===== src/rtl/fpu_op_sequencer.sv =====
// FPU operation sequencer: dispatches an operation to the add/sub unit or the
// multiplier, watches for completion with a timeout, strobes the result register
// and holds completion until the host acknowledges.
module fpu_op_sequencer #(
    parameter int unsigned TIMEOUT_CYCLES = 256,
    parameter int unsigned CNT_W          = 16
) (
    input  logic             clk,
    input  logic             arst,
    input  logic             start,
    input  logic [3:0]       operation,
    input  logic             ack,
    output logic             arith_start,
    output logic [3:0]       arith_op,
    input  logic             arith_done,
    output logic             mul_start,
    output logic             mul_square,
    input  logic             mul_done,
    output logic             result_latch,
    output logic             result_sel,
    output logic             busy,
    output logic             done,
    output logic             error,
    output logic [CNT_W-1:0] cycle_count,
    output logic [3:0]       state
);

    typedef enum logic [3:0] {
        op_add    = 4'd0,
        op_sub    = 4'd1,
        op_mul    = 4'd2,
        op_square = 4'd3,
        op_div    = 4'd4,
        op_sqrt   = 4'd5,
        op_sin    = 4'd6,
        op_cos    = 4'd7,
        op_exp    = 4'd8
    } e_fpu_operation;

    typedef enum logic [3:0] {
        main_idle_st     = 4'd0,
        main_wait_st     = 4'd1,
        main_mul_wait_st = 4'd2,
        main_finish_st   = 4'd3,
        main_wait_ack_st = 4'd4
    } e_main_state;

    localparam logic [CNT_W-1:0] TIMEOUT_VAL = CNT_W'(TIMEOUT_CYCLES);
    localparam logic [CNT_W-1:0] CNT_ONE     = CNT_W'(1);

    e_main_state      state_q;
    logic [CNT_W-1:0] watchdog;
    logic             unit_done;

    assign state = state_q;

    // Completion from whichever unit the current wait state belongs to.
    always_comb begin
        unit_done = 1'b0;
        if (state_q == main_wait_st) begin
            unit_done = arith_done;
        end else if (state_q == main_mul_wait_st) begin
            unit_done = mul_done;
        end
    end

    // Main controller: state, watchdog and all registered outputs.
    always_ff @(posedge clk or posedge arst) begin
        if (arst) begin
            state_q      <= main_idle_st;
            watchdog     <= '0;
            arith_start  <= 1'b0;
            arith_op     <= op_add;
            mul_start    <= 1'b0;
            mul_square   <= 1'b0;
            result_latch <= 1'b0;
            result_sel   <= 1'b0;
            busy         <= 1'b0;
            done         <= 1'b0;
            error        <= 1'b0;
            cycle_count  <= '0;
        end else begin
            // Strobes are single-cycle unless re-asserted below.
            arith_start  <= 1'b0;
            mul_start    <= 1'b0;
            result_latch <= 1'b0;

            case (state_q)
                main_idle_st: begin
                    if (start) begin
                        busy     <= 1'b1;
                        error    <= 1'b0;
                        watchdog <= CNT_ONE;
                        if (operation == op_add || operation == op_sub) begin
                            arith_op    <= operation;
                            result_sel  <= 1'b0;
                            arith_start <= 1'b1;
                            state_q     <= main_wait_st;
                        end else if (operation == op_mul || operation == op_square) begin
                            result_sel  <= 1'b1;
                            mul_square  <= (operation == op_square);
                            mul_start   <= 1'b1;
                            state_q     <= main_mul_wait_st;
                        end else begin
                            // Unsupported code: no unit is started and no time is charged.
                            error       <= 1'b1;
                            watchdog    <= '0;
                            cycle_count <= '0;
                            state_q     <= main_finish_st;
                        end
                    end
                end

                main_wait_st, main_mul_wait_st: begin
                    // Completion takes priority over a coincident timeout.
                    if (unit_done) begin
                        cycle_count  <= watchdog;
                        result_latch <= 1'b1;
                        state_q      <= main_finish_st;
                    end else if (watchdog == TIMEOUT_VAL) begin
                        cycle_count <= watchdog;
                        error       <= 1'b1;
                        state_q     <= main_finish_st;
                    end else begin
                        watchdog <= watchdog + CNT_ONE;
                    end
                end

                main_finish_st: begin
                    done    <= 1'b1;
                    state_q <= main_wait_ack_st;
                end

                main_wait_ack_st: begin
                    if (ack) begin
                        done    <= 1'b0;
                        busy    <= 1'b0;
                        state_q <= main_idle_st;
                    end
                end

                default: begin
                    done    <= 1'b0;
                    busy    <= 1'b0;
                    state_q <= main_idle_st;
                end
            endcase
        end
    end

endmodule


===== config.mk =====
export PLATFORM = sky130hd
export DESIGN_NAME = fpu_op_sequencer
export DESIGN_NICKNAME = d
export VERILOG_FILES = /design/src/rtl/fpu_op_sequencer.sv
export SDC_FILE = /design/constraint.sdc
export NUM_CORES = 1
export LEC_CHECK = 0
export CAP_MARGIN = 20
export CORE_UTILIZATION = 40
export DETAILED_ROUTE_END_ITERATION = 7
export HOLD_SLACK_MARGIN = 0.1
export PLACE_DENSITY = 0.66
export SYNTH_ARGS = -nofsm -noshare
export SYNTH_HDL_FRONTEND = slang
export SYNTH_SLANG_ARGS = --single-unit

===== constraint.sdc =====
create_clock -name clk -period 2 [get_ports clk]
set_input_delay 0.3 -clock clk [delete_from_list [all_inputs] [get_ports clk]]
set_output_delay 0.3 -clock clk [all_outputs]
set_load 0.005 [all_outputs]

==> metrics, run 1 <==
status complete, but fails checks; failing checks negative setup slack; Final Hold Fails 0; synth unique cells 46; Synth top cells by count 47 x dfrtp_1, 47 x nand2_1, 15 x nor2_1; total global-route track usage 20.2%; mapped cell area 2340 um^2; Clock Skews 0.0130 ns; GRT Residual Overflow 0; unrepaired setup endpoints after global routing true; setup ws final -0.0730 ns; maximum number of pins on one net before global-route repair 48; RR Startpoint watchdog[14]; R2R Setup Slk -0.07 ns; Synth area leaders dfrtp_1 50%, nand2_1 7.5%, o21ai_2 5.2%; final net count 336; Via density 5.25; count of final setup violators 22; clock buffer depth 2; Peak VDD IR 0.000839 V; ys flop type dfrtp_1; global-route wire length before repair 9620 um; chip width 78.6 um; worst setup path class flop to flop; Die Height 78.6 um; Worst-Skew Late Latency 0.31 ns; WL/cell 14.3 um; CTS tree yes; antenna violations before repair 0; FF+latch count, synth 47; async set or reset register ratio after synthesis 100%; clock tree root driver cell clkbuf_8; startpoint class of the critical path flop; core area 5570 um^2; Worst Path Max Fanout 6; area used by multi-input combinational logic 1190 um^2; Tcrit/Tclk final 104%; Slew Limit Fails 0; Area Overhead vs Synth 46.8%; share of layout cells above drive strength 1 30.8%; Rows 27; DR DRC count 0; Seq/Total Area, Yosys 50.2%; Initial DRC Count 117; Hold WC Path Type input pin to asynchronous set/reset pin; grt met1 use 24.7%; starting density of the core 42.1%; Storage cell area 1180 um^2; GP Congestion 0.877; final wirelength 5680 um; cell count after synthesis 242; PortBufs 40; warnings from Yosys 0; CTS Sinks 47; max_cap viols 0; DP HPWL 3820 um; GRT Max-Usage Layer met2; crit-path max cell delay 0.55 ns; met2 Track Usage GR 35.1%; post-route setup TNS -1.07 ns; worst hold slack 0.344 ns; achievable frequency 482 MHz; total CTS buffers 5; leakage power 0.00156 uW; pwr dens 1150 nW/um^2; die area 6170 um^2; Syn Nets 254; hold_buf cts 0; vias in the first global route 2,065; WP data arrival 2.26 ns; antenna cells 0; clk slew on worst S/H paths 0.09 ns; Post-synth EDFFs 0; drt first pass iters 4; Vias 2,086; CP required 2.19 ns; post-synth top area share 50.2%; number of antenna-violating nets in the routed design 0; CP Launch Point watchdog[14]; GRT met3 Usage 4.30%; minimum clock period 2.07 ns; critical path, cell by cell or4_4 > nor4_4 > buf_4 > a221o_2 > buf_6 > o22ai_2; Layout fillers 493; I/O pin cnt 42; Mean Syn Cell Area 9.69 um^2; htree depth 2; Synth area leader dfrtp_1; CP max-delay cell or4_4; Worst setup EP type flop
sequential cells by signal, indices dropped and copies added (netlist names), 3 cells and up:
signal,count
cycle_count,16
watchdog,16
state,3
arith_op,4
path summary, 6_finish.rpt:
kind	endpoint	depth (start not counted)
max	watchdog[2]	6
min	cycle_count[15]	3
max reg2reg	watchdog[2]	6
min reg2reg	result_sel	2
max in group asynchronous	arith_start	3
min in group clk	result_sel	2
worst max-delay path, delay by kind of cell (launching register included):
family | cells | cell delay [ns]
and+or+nand+nor | 2 | 0.96
DFF | 1 | 0.39
buffers and inverters | 2 | 0.30
AOI/OAI and AO/OA | 2 | 0.29
cell usage in the layout, fill, tap and decap left out, drive strengths merged, types with 5 or more instances in the layout:
master / count
clkbuf: 6
buf: 47
nand2: 47
dfrtp: 47
nand2b: 5
a21oi: 13
nand3: 6
inv: 8
or3: 5
nor2: 15
o21ai: 29
clkdlybuf4s50: 40
layer usage:
layer,wire length [um],vias to the layer above
met1,2470,1001
met4,74,0
li1,-,1008
met5,0,-
met3,288,7
met2,2850,70
power breakdown:
group / leakage [uW] / internal (uW) / switching [uW]
combinational: 0.000874 / 1090 / 1060
sequential: 0.000636 / 1080 / 108
clock: 0.0000474 / 282 / 332
total: 0.00156 / 2450 / 1500
cell type report:
| type | instances | area share, % |
|---|---|---|
| inverters | 8 | 0.872 |
| clock buffers | 6 | 2.40 |
| clock inverters | 2 | 0.473 |
| well taps | 72 | 2.62 |
| repair buffers | 87 | 24.9 |
| multi-input cells | 175 | 34.5 |
| flip-flops and latches | 47 | 34.2 |
cells by family (layout without fill, tap and decap cells):
family	Yosys count	in the layout	synth area share [%]
flops	47	47	50.2
xor+xnor	6	6	2.24
buf+inv	20	103	4.64
mux	2	2	0.960
fa+ha+maj	2	2	1.07
simple gates	103	103	22.1
other cells	1	1	0.160
compound gates	61	61	18.7
stage by stage:
stage                     instances  util, %  instance area (um^2)  worst slack (ns)  total power (uW)
after floorplan                 242        -                  2340            0.0132              2080
after global placement          379     54.9                  3060            -0.208              2650
after detailed placement        379     54.9                  3060            -0.195              2670
after CTS                       394     60.7                  3380           -0.0368              3910
after global routing            397     61.8                  3440           -0.0867              4180
final                           397     61.8                  3440           -0.0730              3950
timing repair:
item / 4_1_cts / 5_1_grt
cloned: 3 / 0
endpoints found under the setup margin: 18 / 28
setup buffers: 4 / 3
pin swaps: 17 / 3
gates resized for setup: 32 / 9
hold endpoints to repair: 0 / 0
No activity file was read; power rests on OpenSTA's default activity.
==> inputs of run 2 (changes only) <==
--- a/config.mk
+++ b/config.mk
@@ -5,7 +5,7 @@
 export SDC_FILE = /design/constraint.sdc
 export NUM_CORES = 1
 export LEC_CHECK = 0
-export CAP_MARGIN = 20
+export CAP_MARGIN = 15
 export CORE_UTILIZATION = 40
 export DETAILED_ROUTE_END_ITERATION = 7
 export HOLD_SLACK_MARGIN = 0.1
==> results of run 2 <==
The final DEF is identical to that of run 1; final timing and power are the same.
==> inputs of run 3 (changes only) <==
--- a/config.mk
+++ b/config.mk
@@ -6,6 +6,7 @@
 export NUM_CORES = 1
 export LEC_CHECK = 0
 export CAP_MARGIN = 15
+export CORE_MARGIN = 3
 export CORE_UTILIZATION = 40
 export DETAILED_ROUTE_END_ITERATION = 7
 export HOLD_SLACK_MARGIN = 0.1
==> run 3 against run 2 <==
The flow now finishes without violations. Non-clock buffer count decreased by 6. Hold slack got worse by 0.034 ns. Setup slack improved by 0.098 ns. Via count fell by 3.6%. Die area up 10%. Design area fell by 6.7%. Sequential power hardly changed. Flip-flop and latch count unchanged. First-iteration DRC count down 29%. Routed wire length shrank 3.3%.
==> metrics, run 3 (synthesis results as in run 1) <==
status finished clean (was complete, but fails checks); WL/cell 14.0 um (was 14.3 um); Hold WC Path Type input pin to asynchronous set/reset pin (unchanged); global-route wire length before repair 9410 um (was 9620 um); minimum clock period 1.97 ns (was 2.07 ns); Worst setup EP type flop (unchanged); relative slew slack 64.5%; RR Startpoint watchdog[4] (was watchdog[14]); worst setup path class flop to flop (unchanged); share of layout cells above drive strength 1 26.0% (was 30.8%); pwr dens 1050 nW/um^2 (was 1150 nW/um^2); Rows 27 (unchanged); Vias 2,010 (was 2,086); antenna violations before repair 0 (unchanged); clock tree root driver cell clkbuf_8 (unchanged); CTS tree yes (unchanged); setup ws final 0.0253 ns (was -0.0730 ns); Final Instance Area 3210 um^2 (was 3440 um^2); Worst-Skew Late Latency 0.30 ns (was 0.31 ns); most common cell after layout, fill and taps aside dfrtp_1 (unchanged); CTS Sinks 47 (unchanged); total CTS buffers 5 (unchanged); Worst Tran Pin Value 0.518 ns; drt first pass iters 4 (unchanged); Slew Limit Fails 0 (unchanged); htree depth 2 (unchanged); leakage power 0.00139 uW (was 0.00156 uW); clk slew on worst S/H paths 0.09 ns (about the same); final wirelength 5490 um (was 5680 um); worst hold slack 0.309 ns (was 0.344 ns); CP required 2.23 ns (was 2.19 ns); Initial DRC Count 83 (was 117); Tcrit/Tclk final 98.7% (was 104%); Area Overhead vs Synth 37.0% (was 46.8%); Via density 5.14 (was 5.25); WP data arrival 2.21 ns (was 2.26 ns); crit-path max cell delay 0.54 ns (was 0.55 ns); CP Launch Point watchdog[4] (was watchdog[14]); maximum number of pins on one net before global-route repair 33 (was 48); Die Height 82.6 um (was 78.6 um); DP HPWL 4090 um (was 3820 um); largest registers cycle_count: 16 flops, watchdog: 16 flops, arith_op: 4 flops (unchanged); number of antenna-violating nets in the routed design 0 (unchanged); critical path, cell by cell or4_4 > nor4_4 > o2111ai_4 > clkbuf_16 > o21ai_1 (was or4_4 > nor4_4 > buf_4 > a221o_2 > buf_6 > o22ai_2); most frequent cells in the layout 47 x dfrtp_1, 43 x nand2_1, 40 x clkdlybuf4s50_1 (was 47 x dfrtp_1, 40 x clkdlybuf4s50_1, 39 x buf_4); die area 6820 um^2 (was 6170 um^2); PortBufs 40 (unchanged); unrepaired setup endpoints after global routing true (unchanged); core area 5570 um^2 (unchanged); final net count 330 (was 336); achievable frequency 506 MHz (was 482 MHz); CP max-delay cell or4_4 (unchanged); DP Area 3060 um^2 (about the same); Peak VDD IR 0.000671 V (was 0.000839 V); clock buffer depth 2 (unchanged); I/O pin cnt 42 (unchanged); startpoint class of the critical path flop (unchanged); total global-route track usage 18.1% (was 20.2%); chip width 82.6 um (was 78.6 um); max_cap viols 0 (unchanged); antenna cells 0 (unchanged); Clock Skews 0.00495 ns (was 0.0130 ns); hold_buf cts 0 (unchanged); vias in the first global route 2,002 (was 2,065); Worst Path Max Fanout 16 (was 6); GRT Residual Overflow 0 (unchanged); count of final setup violators 0 (was 22); DR DRC count 0 (unchanged); Final Hold Fails 0 (unchanged); starting density of the core 42.1% (unchanged); pre-CTS setup slack -0.259 ns (was -0.195 ns); GP Congestion 0.816 (was 0.877)
## run 3: changes by cell type in the layout (fill, tap and decap cells not counted), moves of 2 or more
cell / delta
nand2_1: +12
buf_16: -3
buf_6: -2
nand2_4: -14
buf_12: -2
nand2_2: +2
## run 3: final timing paths
kind	end	slack, ns	depth (start not counted)
min in group clk	cycle_count[6]	0.48	2
max in group asynchronous	cycle_count[10]	1.14	3
setup / recovery	cycle_count[12]	0.03	5
hold reg to reg	cycle_count[6]	0.48	2
setup reg to reg	cycle_count[12]	0.03	5
hold / removal	result_latch	0.31	2
## run 3: timing repair
action	4_1_cts	5_1_grt
buffers inserted	1	0
pin swaps	1	11
endpoints found under the setup margin	3	27
resized for setup	1	12
gates cloned	0	1
## run 3: layer usage
metal,part of all wire [%],global-route usage [%],vias up
li1,-,-,1000
met1,45,24.1,954
met2,48,29.1,49
met3,5.4,4.66,7
met4,1.3,5.56,0
met5,0,0,-
## run 3: area by class of cell
cell class	count	area, um^2
sequential	47	1180
inverter	8	30.0
clock buffer	6	72.6
multi-input combinational	175	1090
tap	72	90.1
clock inverter	2	12.5
timing repair buffer	81	738
fill	526	2360
## run 3: worst max-delay path, delay by kind of cell, from the launching register on
kind / cells / cell delay (ns)
flip-flops: 1 / 0.38
AND/OR/NAND/NOR: 2 / 0.93
buffers and inverters: 1 / 0.24
AO/OA/AOI/OAI: 2 / 0.34
## run 3: metrics by stage
stage                     total power (uW)  util [%]  setup TNS, ns  std cells
final                                 3360      57.6              0        391
after detailed placement              2660      54.9          -2.62        381
after global routing                  3620      57.6         -0.721        391
after CTS                             3250      56.7              0        390
after floorplan                       2080         -              0        242
after global placement                2650      54.9          -2.22        381
## run 3: power by group
part,internal (uW),total (uW),switching (uW)
logic,754,1620,866
clock network,245,571,326
registers,1080,1170,89.7
